**src/rtl/fifo_ctrl_pkg.sv**
```systemverilog
// Shared definitions for the FWFT FIFO controller: output stage occupancy
// encoding and the width of the level counter.
package fifo_ctrl_pkg;

    // Number of entries held in the head/skid output stage
    localparam logic [1:0] OCC_EMPTY = 2'd0;
    localparam logic [1:0] OCC_ONE   = 2'd1;
    localparam logic [1:0] OCC_TWO   = 2'd2;

    // Level must count DEPTH memory entries plus one in-flight read plus two
    // stage entries, so it needs two bits more than the address.
    function automatic int level_width(input int addr_width);
        return addr_width + 2;
    endfunction

endpackage

```
**src/rtl/fifo_ctrl_ostage.sv**
```systemverilog
// Two-entry output stage (head + skid) fed by memory read returns.
// Items are ordered head first, then skid, then any data returning this cycle.
module fifo_ctrl_ostage
    import fifo_ctrl_pkg::*;
#(
    parameter int DATA_WIDTH = 1
) (
    input  logic                  clk,
    input  logic                  rst,
    input  logic                  clr,
    input  logic                  pop,
    input  logic                  fill,
    input  logic [DATA_WIDTH-1:0] fill_data,
    output logic                  head_valid,
    output logic [DATA_WIDTH-1:0] head_data,
    output logic [1:0]            occ
);

    logic                  head_valid_r;
    logic                  skid_valid_r;
    logic [DATA_WIDTH-1:0] head_data_r;
    logic [DATA_WIDTH-1:0] skid_data_r;

    logic head_valid_s;
    logic skid_valid_s;
    logic head_load_s;
    logic head_from_skid_s;
    logic skid_load_s;

    // Next-state of the stage: apply the pop first, then place returning data
    // in the first free slot so ordering is preserved.
    always_comb begin
        head_valid_s     = head_valid_r;
        skid_valid_s     = skid_valid_r;
        head_load_s      = 1'b0;
        head_from_skid_s = 1'b0;
        skid_load_s      = 1'b0;
        if (pop && skid_valid_r) begin
            head_from_skid_s = 1'b1;
            head_valid_s     = 1'b1;
            skid_valid_s     = fill;
            skid_load_s      = fill;
        end else if (pop) begin
            head_valid_s = fill;
            head_load_s  = fill;
        end else if (fill && !head_valid_r) begin
            head_valid_s = 1'b1;
            head_load_s  = 1'b1;
        end else if (fill) begin
            skid_valid_s = 1'b1;
            skid_load_s  = 1'b1;
        end else begin
            head_valid_s = head_valid_r;
        end
    end

    // Valid bits: flushed by reset or clear, which also drops any return
    always_ff @(posedge clk) begin
        if (rst || clr) begin
            head_valid_r <= 1'b0;
            skid_valid_r <= 1'b0;
        end else begin
            head_valid_r <= head_valid_s;
            skid_valid_r <= skid_valid_s;
        end
    end

    // Payload registers: no reset, qualified by the valid bits
    always_ff @(posedge clk) begin
        if (head_from_skid_s) begin
            head_data_r <= skid_data_r;
        end else if (head_load_s) begin
            head_data_r <= fill_data;
        end else begin
            head_data_r <= head_data_r;
        end
        if (skid_load_s) begin
            skid_data_r <= fill_data;
        end else begin
            skid_data_r <= skid_data_r;
        end
    end

    // Occupancy encoding; skid without head cannot occur
    always_comb begin
        case ({head_valid_r, skid_valid_r})
            2'b00:   occ = OCC_EMPTY;
            2'b10:   occ = OCC_ONE;
            2'b11:   occ = OCC_TWO;
            default: occ = OCC_ONE;
        endcase
    end

    assign head_valid = head_valid_r;
    assign head_data  = head_data_r;

endmodule

```
**src/rtl/fifo_ctrl.sv**
```systemverilog
// First-word-fall-through FIFO controller around an external 1R/1W memory
// with a 1-cycle registered read. Owns pointers, memory occupancy and read
// scheduling; the output stage hides the read latency at full throughput.
module fifo_ctrl
    import fifo_ctrl_pkg::*;
#(
    parameter int ADDR_WIDTH = 8,
    parameter int DATA_WIDTH = 1
) (
    input  logic                                 clk,
    input  logic                                 rst,
    input  logic                                 clr,
    input  logic                                 in_valid,
    output logic                                 in_ready,
    input  logic [DATA_WIDTH-1:0]                in_data,
    output logic                                 out_valid,
    input  logic                                 out_ready,
    output logic [DATA_WIDTH-1:0]                out_data,
    output logic [level_width(ADDR_WIDTH)-1:0]   level,
    output logic                                 mem_we,
    output logic [ADDR_WIDTH-1:0]                mem_waddr,
    output logic [DATA_WIDTH-1:0]                mem_wdata,
    output logic [ADDR_WIDTH-1:0]                mem_raddr,
    input  logic [DATA_WIDTH-1:0]                mem_rdata
);

    localparam int LW = level_width(ADDR_WIDTH);
    localparam logic [ADDR_WIDTH:0] DEPTH_C = {1'b1, {ADDR_WIDTH{1'b0}}};

    logic [ADDR_WIDTH-1:0] wr_ptr_r;
    logic [ADDR_WIDTH-1:0] rd_ptr_r;
    logic [ADDR_WIDTH:0]   mem_cnt_r;
    logic                  rd_inflight_r;

    logic                  push_s;
    logic                  pop_s;
    logic                  issue_s;
    logic [1:0]            occ_s;
    logic [1:0]            occ_ap_s;
    logic [ADDR_WIDTH:0]   mem_cnt_s;

    // Handshakes; in_ready depends only on registered occupancy
    always_comb begin
        in_ready = (mem_cnt_r != DEPTH_C);
        push_s   = in_valid & in_ready;
        pop_s    = out_valid & out_ready;
        mem_we   = push_s & ~(rst | clr);
    end

    // Read issue: only entries written in an earlier cycle, and only when the
    // stage is guaranteed a free slot for the returning word.
    always_comb begin
        if (pop_s) begin
            occ_ap_s = occ_s - 2'd1;
        end else begin
            occ_ap_s = occ_s;
        end
        issue_s = (mem_cnt_r != {(ADDR_WIDTH+1){1'b0}}) &&
                  ((occ_ap_s + {1'b0, rd_inflight_r}) < OCC_TWO);
    end

    // Memory occupancy: push adds, issue removes, both together cancel
    always_comb begin
        case ({push_s, issue_s})
            2'b10:   mem_cnt_s = mem_cnt_r + {{ADDR_WIDTH{1'b0}}, 1'b1};
            2'b01:   mem_cnt_s = mem_cnt_r - {{ADDR_WIDTH{1'b0}}, 1'b1};
            default: mem_cnt_s = mem_cnt_r;
        endcase
    end

    // Pointer, count and in-flight state; clear behaves as a reset
    always_ff @(posedge clk) begin
        if (rst || clr) begin
            wr_ptr_r      <= {ADDR_WIDTH{1'b0}};
            rd_ptr_r      <= {ADDR_WIDTH{1'b0}};
            mem_cnt_r     <= {(ADDR_WIDTH+1){1'b0}};
            rd_inflight_r <= 1'b0;
        end else begin
            if (push_s) begin
                wr_ptr_r <= wr_ptr_r + {{(ADDR_WIDTH-1){1'b0}}, 1'b1};
            end else begin
                wr_ptr_r <= wr_ptr_r;
            end
            if (issue_s) begin
                rd_ptr_r <= rd_ptr_r + {{(ADDR_WIDTH-1){1'b0}}, 1'b1};
            end else begin
                rd_ptr_r <= rd_ptr_r;
            end
            mem_cnt_r     <= mem_cnt_s;
            rd_inflight_r <= issue_s;
        end
    end

    fifo_ctrl_ostage #(
        .DATA_WIDTH (DATA_WIDTH)
    ) u_ostage (
        .clk        (clk),
        .rst        (rst),
        .clr        (clr),
        .pop        (pop_s),
        .fill       (rd_inflight_r),
        .fill_data  (mem_rdata),
        .head_valid (out_valid),
        .head_data  (out_data),
        .occ        (occ_s)
    );

    // Memory-side ports and total item count
    always_comb begin
        mem_waddr = wr_ptr_r;
        mem_wdata = in_data;
        mem_raddr = rd_ptr_r;
        level     = {1'b0, mem_cnt_r} + LW'(rd_inflight_r) + LW'(occ_s);
    end

endmodule

```
**config.mk**
```make
export PLATFORM = sky130hd
export DESIGN_NAME = fifo_ctrl
export DESIGN_NICKNAME = d
export VERILOG_FILES = /design/src/rtl/fifo_ctrl_pkg.sv /design/src/rtl/fifo_ctrl_ostage.sv /design/src/rtl/fifo_ctrl.sv
export SDC_FILE = /design/constraint.sdc
export NUM_CORES = 1
export LEC_CHECK = 0
export CAP_MARGIN = 25
export CELL_PAD_IN_SITES_DETAIL_PLACEMENT = 0
export CELL_PAD_IN_SITES_GLOBAL_PLACEMENT = 1
export CORE_MARGIN = 2
export CORE_UTILIZATION = 35
export DETAILED_ROUTE_END_ITERATION = 8
export DONT_BUFFER_PORTS = 1
export PLACE_DENSITY = 0.69
export SYNTH_ARGS = -nofsm -noshare
export SYNTH_HDL_FRONTEND = slang
export SYNTH_SLANG_ARGS = --single-unit
```
**constraint.sdc**
```tcl
create_clock -name clk -period 4.4 [get_ports clk]
set_input_delay 0.44 -clock clk [delete_from_list [all_inputs] [get_ports clk]]
set_output_delay 0.44 -clock clk [all_outputs]
set_load 0.03 [all_outputs]
```
Word-level counts from Yosys, hierarchy flattened
Cells that the tools add are included.
Word-level totals
  bits in registers: 30
  output and inout port bits: 31
  logic and storage cells: 60
  bits of input ports: 7
Operators by class
  eq/ne operators: 6
  bitwise gates (word level): 5
  reduce and logical (&&, ||, !) cells: 12
  muxes and demuxes: 20
  $lt $le $gt $ge: 1
  add/sub/neg operators: 8
Operator list (count)
  case mux 9 bit (2 select lines): 1
  2-to-1 mux 1 bit: 17
  adder 8 x 1 -> 8 bit (second input constant): 2
  adder 10 x 2 -> 10 bit: 1
  adder 9 x 1 -> 10 bit: 1
  adder 9 x 1 -> 9 bit (second input constant): 1
  inequality test 9 bit (second input constant): 1
  nonzero test 9 bit: 1
  subtractor 9 x 1 -> 9 bit (second input constant): 1
  nonzero test 2 bit: 3
  equality test 2 bit (second input constant): 2
  case mux 2 bit (2 select lines): 1
  bitwise AND 1 bit: 3
  logical AND 1 bit: 3
  AND reduction 3 bit: 1
  nonzero test 3 bit: 1
  adder 2 x 1 -> 2 bit: 1
  equality test 2 x 1 -> 1 bit (second input constant): 1
  logical NOT 2 bit: 1
  less-than comparator 2 bit (second input constant): 1
  2-to-1 mux 2 bit: 1
  inequality test 2 x 1 -> 1 bit (second input constant): 1
  inequality test 2 bit (second input constant): 1
  subtractor 2 x 1 -> 2 bit (second input constant): 1
  4 further kinds: 4

Depth between registers and ports, before layout
  word-level depth: 9
  mapped depth: 14
  mapped depth without buffers: 13

Modules after synthesis
A second synthesis with hierarchy kept.
Second synthesis, totals
  cells, all modules: 222
  area, all modules: 1921.8 µm²
Modules (own cells, without submodules)
  fifo_ctrl: sequential area each 520.5 µm², cells each 205, area an instance 1727.9 µm², instances 1
  fifo_ctrl_ostage: sequential area each 100.1 µm², cells each 17, area an instance 193.9 µm², instances 1

Least setup slack after synthesis
OpenSTA, ideal clock, no wires.
  kind: flip-flop to flip-flop
  start: reg u_ostage.head_valid_r, in the netlist u_ostage.head_valid
  end: reg mem_cnt_r[8]
  clock period less this slack: 3.509 ns
  path slack: 0.891 ns
  cell stages (with the launch flop): 15
  arrival: 3.374 ns
  setup time: 0.135 ns
  cells stage by stage: dfxtp_1 -> inv_1 -> ha_1 -> nand3b_1 -> a21oi_1 -> a221oi_2 -> buf_2 -> nor2_1 -> ha_1 -> ha_1 -> a21oi_1 -> a211oi_1 -> o21a_1 -> o311ai_0 -> o41ai_1
On the way
  word-level cells in the longest chain between the ends: 9
RTL lines
  from (decl): line fifo_ctrl_ostage.sv:19  | logic head_valid_r;
  from (signal assigned): line fifo_ctrl_ostage.sv:63  | head_valid_r <= head_valid_s;
  equality test 2 bit / logical NOT 2 bit (equally long branches): line fifo_ctrl_ostage.sv:86  | case ({head_valid_r, skid_valid_r})
  case mux 2 bit (2 select lines): line fifo_ctrl_ostage.sv:86
  subtractor 2 x 1 -> 2 bit: line fifo_ctrl.sv:54  | occ_ap_s = occ_s - 2'd1;
  2-to-1 mux 2 bit (*): line fifo_ctrl.sv:53  | if (pop_s) begin
  adder 2 x 1 -> 2 bit (*): line fifo_ctrl.sv:59  | ((occ_ap_s + {1'b0, rd_inflight_r}) < OCC_TWO);
  less-than comparator 2 bit (*): line fifo_ctrl.sv:59
  logical AND 1 bit (*): line fifo_ctrl.sv:58  | issue_s = (mem_cnt_r != {(ADDR_WIDTH+1){1'b0}}) &&
  net issue_s: line fifo_ctrl.sv:37  | logic issue_s;
  equality test 2 x 1 -> 1 bit / equality test 2 bit (equally long branches): line fifo_ctrl.sv:64  | case ({push_s, issue_s})
  case mux 9 bit (2 select lines) / nonzero test 2 bit (equally long branches)
  to (signal assigned): line fifo_ctrl.sv:76  | mem_cnt_r <= {(ADDR_WIDTH+1){1'b0}};
  to (signal assigned): line fifo_ctrl.sv:89  | mem_cnt_r <= mem_cnt_s;
  to (decl): line fifo_ctrl.sv:32  | logic [ADDR_WIDTH:0] mem_cnt_r;
Mark *: on every way through the listed nets, which the timed path passes. The rest lies on a longest branch.
A chain may end at the register's enable or synchronous reset.

Worst setup path in the final report
Same ends and word-level chain as after synthesis.

==> run_results.csv <==
group,metric,value,unit
clock_network,clock_latency,0.29,ns
finish,n_fill_cell,549,
timing,relSlewSlack,36.2,%
detailed_routing,ant_nets,0,
pwr,vdd_ir_drop_max,510,uV
clock_network,cts_hold_buf,0,
detailed_routing,route.met3.wl,183,um
global_routing,grt_pass1_vias,1408,
clock_network,path_clk_slew,0.07,ns
detailed_routing,wl_per_cell,13.6,um
clock_network,cts_post_setup_buffers_inserted,0,
timing,fin_skew,0.00577,ns
hold_path,min_path_type,"in2reg",
pwr,powerDensity,797,nW/um^2
logic_synthesis,ys_ff_latch,30,
timing,worst_slew_pin_slew,0.957,ns
critical_path,endpoint_kind,"flop",
pwr,p_leak,0.761,nW
timing,setup_viol,0,
place,dpl.hpwl,2.91,mm
status,outcome,"completed",
critical_path,crit_slowest_cell,"a221oi_2",
critical_path,path_delay_family,"compound AO/OA/AOI/OAI gates",
floorplanning,rows,26,
critical_path,cpMostUsedCell,"ha_1",
clock_network,cts_tree,"built",
hold_path,min_delay_path_depth,0,
detailed_routing,num_vias,1536,
timing,rsz0062_at_grt,"no",
critical_path,cp_cell_sequence,"inv_1, ha_1, a21oi_1, a221oi_2, nor2_1, ha_1, ha_1, a21oi_1, a211oi_1, o21a_1, o311ai_0, o41ai_1",
critical_path,r2r_cells,12,
logic_synthesis,syn-cell-area,1920,um^2
timing,finalHoldViolations,0,
floorplanning,die_area,6100,um^2
detailed_routing,met1Wirelength,1.87,mm
logic_synthesis,yosys-top-cells-area,"dfxtp_1 (29%), ha_1 (8.5%), a21oi_1 (6.0%), nand2_1 (4.7%), xnor2_1 (4.1%)",
global_routing,track_usage,13.3,%
logic_synthesis,synth_top_area_share,29.2,%
floorplanning,start_util,36.9,%
place,port_buffers,0,
job,drv_cap,0,
logic_synthesis,seq_area_frac_synth,32.3,%
critical_path,max_stage_delay,0.82,ns
floorplanning,dieWidth,78.1,um
finish,areaGrowthSynthToFinish,7.03,%
timing,period_needed,3.84,ns
floorplanning,core,5200,um^2
clock_network,cts_root_buffer,"clkbuf_8",
logic_synthesis,synth_top_area_cell,"dfxtp_1",
critical_path,critPathKind,"reg2reg",
critical_path,critPathArrivalTime,3.99,ns
floorplanning,pin_count,38,
finish,nets,245,
timing,maxSlewViolCount,0,
clock_network,clock_sinks,30,
global_routing,grt_overflow,0,
logic_synthesis,synth_nets,246,
timing,post-route-period-util,87.3,%
global_routing,grt_pass1_wl,6.64,mm
logic_synthesis,ys_warn_count,0,
critical_path,crit_buf_inv,1,
detailed_routing,wirelength,3.99,mm
detailed_routing,dr.pass1.iters,4,
finish,num_antenna_cells,0,
finish,drive_above_1_share,8.97,%
timing,fmax,0.260,GHz
logic_synthesis,ys_types,43,
detailed_routing,dr.max_layer_used,"met4",
timing,tns,0,ns
critical_path,crit_required,4.55,ns
finish,post-route-util,39.5,%
critical_path,worstSetupPathDepth,12,
clock_network,post_cts_resized,0,
place,gp_congestion,0.795,
global_routing,grt_max_degree,26,
global_routing,antenna_found_initial,0,
detailed_routing,drt-initial-drc-count,76,
detailed_routing,wl_met2,1.88,mm
logic_synthesis,syn_area_per_cell,8.62,um^2
detailed_routing,viasPerCell,5.24,
floorplanning,die_h,78.1,um
critical_path,cp_max_fo,16,
detailed_routing,remaining_drc_errors,0,
clock_network,cts_inserted_buffers,5,
clock_network,clock_path_buffers,2,
clock_network,htreeDepth,2,
logic_synthesis,synthCells,223,
critical_path,start_kind,"flop",
state kept, by name, indices dropped and copies added (netlist names):
| register | cells |
|---|---|
| rd_inflight_r | 1 |
| mem_waddr | 8 |
| mem_cnt_r | 9 |
| u_ostage.skid_valid_r | 1 |
| mem_raddr | 8 |
| u_ostage.head_valid | 1 |
| u_ostage.head_data | 1 |
| u_ostage.skid_data_r | 1 |
stage by stage:
step / area (um^2) / cells / power [W] / hold WS [ns] / worst slack (ns)
floorplan: 1920 / 223 / 0.00130 / 0.520 / 0.891
global placement: 1960 / 285 / 0.00142 / 0.526 / 0.629
detailed placement: 1960 / 285 / 0.00142 / 0.535 / 0.510
CTS: 2060 / 293 / 0.00166 / 0.245 / 0.512
global route: 2060 / 293 / 0.00178 / 0.241 / 0.190
finish: 2060 / 293 / 0.00164 / 0.251 / 0.560
final cells by class:
class	instances	area (um^2)	area share [%]
clock buffer	6	82.6	4.01
clock inverter	2	12.5	0.608
inverter	9	38.8	1.89
multi-input combinational	175	1210	58.7
sequential	30	621	30.2
tap	70	87.6	4.26
timing repair buffer	1	7.51	0.365
power breakdown:
part | leakage [nW] | internal [W] | switching, W | total (W)
sequential | 0.244 | 0.000315 | 0.0000920 | 0.000407
clock | 0.0472 | 0.000126 | 0.000111 | 0.000237
combinational | 0.470 | 0.000370 | 0.000626 | 0.000996
total | 0.761 | 0.000811 | 0.000830 | 0.00164
path summary, 6_finish.rpt:
path | from | endpoint | slack, ns
hold reg to reg | u_ostage.skid_data_r$_DFFE_PP_ | u_ostage.head_data$_DFFE_PP_ | 0.56
setup reg to reg | u_ostage.head_valid$_SDFFE_PP0P_ | mem_cnt_r[8]$_SDFFE_PP0P_ | 0.56
setup / recovery | u_ostage.head_valid$_SDFFE_PP0P_ | mem_cnt_r[8]$_SDFFE_PP0P_ | 0.56
hold / removal | mem_rdata | u_ostage.skid_data_r$_DFFE_PP_ | 0.25
routing by layer:
layer | up-vias | track usage [%]
met3 | 6 | 4.60
met1 | 706 | 15.8
li1 | 804 | -
met2 | 20 | 22.6
met5 | - | 0
met4 | 0 | 4.21
worst reg2reg max path, cell delays in order, from the launching register on:
cell and delay [ns]:
dfxtp_1 0.45, inv_1 0.08, ha_1 0.35, a21oi_1 0.10, a221oi_2 0.82, nor2_1 0.13
ha_1 0.37, ha_1 0.39, a21oi_1 0.28, a211oi_1 0.14, o21a_1 0.21, o311ai_0 0.27
o41ai_1 0.13
placed cells by master (no fill, tap or decap), drive strengths merged, types with 6 or more instances in the layout:
cell type	synthesis	layout
dfxtp	28	28
nand2	24	24
a21oi	23	23
nor2	18	18
nand3	13	13
ha	13	13
xnor2	9	9
inv	9	9
xor2	8	8
mux2i	6	6
o31ai	6	6
clkbuf	4	6
nor4	6	6
nor3	6	6
or4	6	6
kinds of logic (layout without fill, tap and decap cells):
kind of cell / after synthesis / in the layout / share of synthesized area, %
AO/OA/AOI/OAI: 48 / 48 / 16.1
XOR/XNOR: 17 / 17 / 7.75
adder cells (fa/ha/maj): 16 / 16 / 11.6
buffers and inverters: 18 / 18 / 4.88
flip-flops: 30 / 30 / 32.3
multiplexers: 7 / 7 / 3.71
AND/OR/NAND/NOR: 87 / 87 / 23.6
cells in the mapped netlist:
cell	count
a211oi_1	1
a21o_1	2
a21oi_1	23
a221oi_2	1
and3_1	3
buf_2	2
buf_4	1
buf_6	2
clkbuf_1	4
dfxtp_1	28
edfxtp_1	2
fa_1	3
ha_1	13
inv_1	8
inv_6	1
mux2_2	1
mux2i_1	6
nand2_1	24
nand3_1	13
nand3b_1	2
nand4_1	1
nor2_1	18
nor2b_1	1
nor3_1	5
nor3_4	1
nor3b_1	2
nor4_1	5
nor4_2	1
o211ai_1	1
o21a_1	5
o21ai_0	5
o21bai_1	1
o311ai_0	1
o31a_4	1
o31ai_1	6
o41ai_1	1
or2_2	2
or3_1	2
or3_2	1
or4_1	4
or4_4	2
xnor2_1	9
xor2_1	8
(Power assumes the default switching activity.)
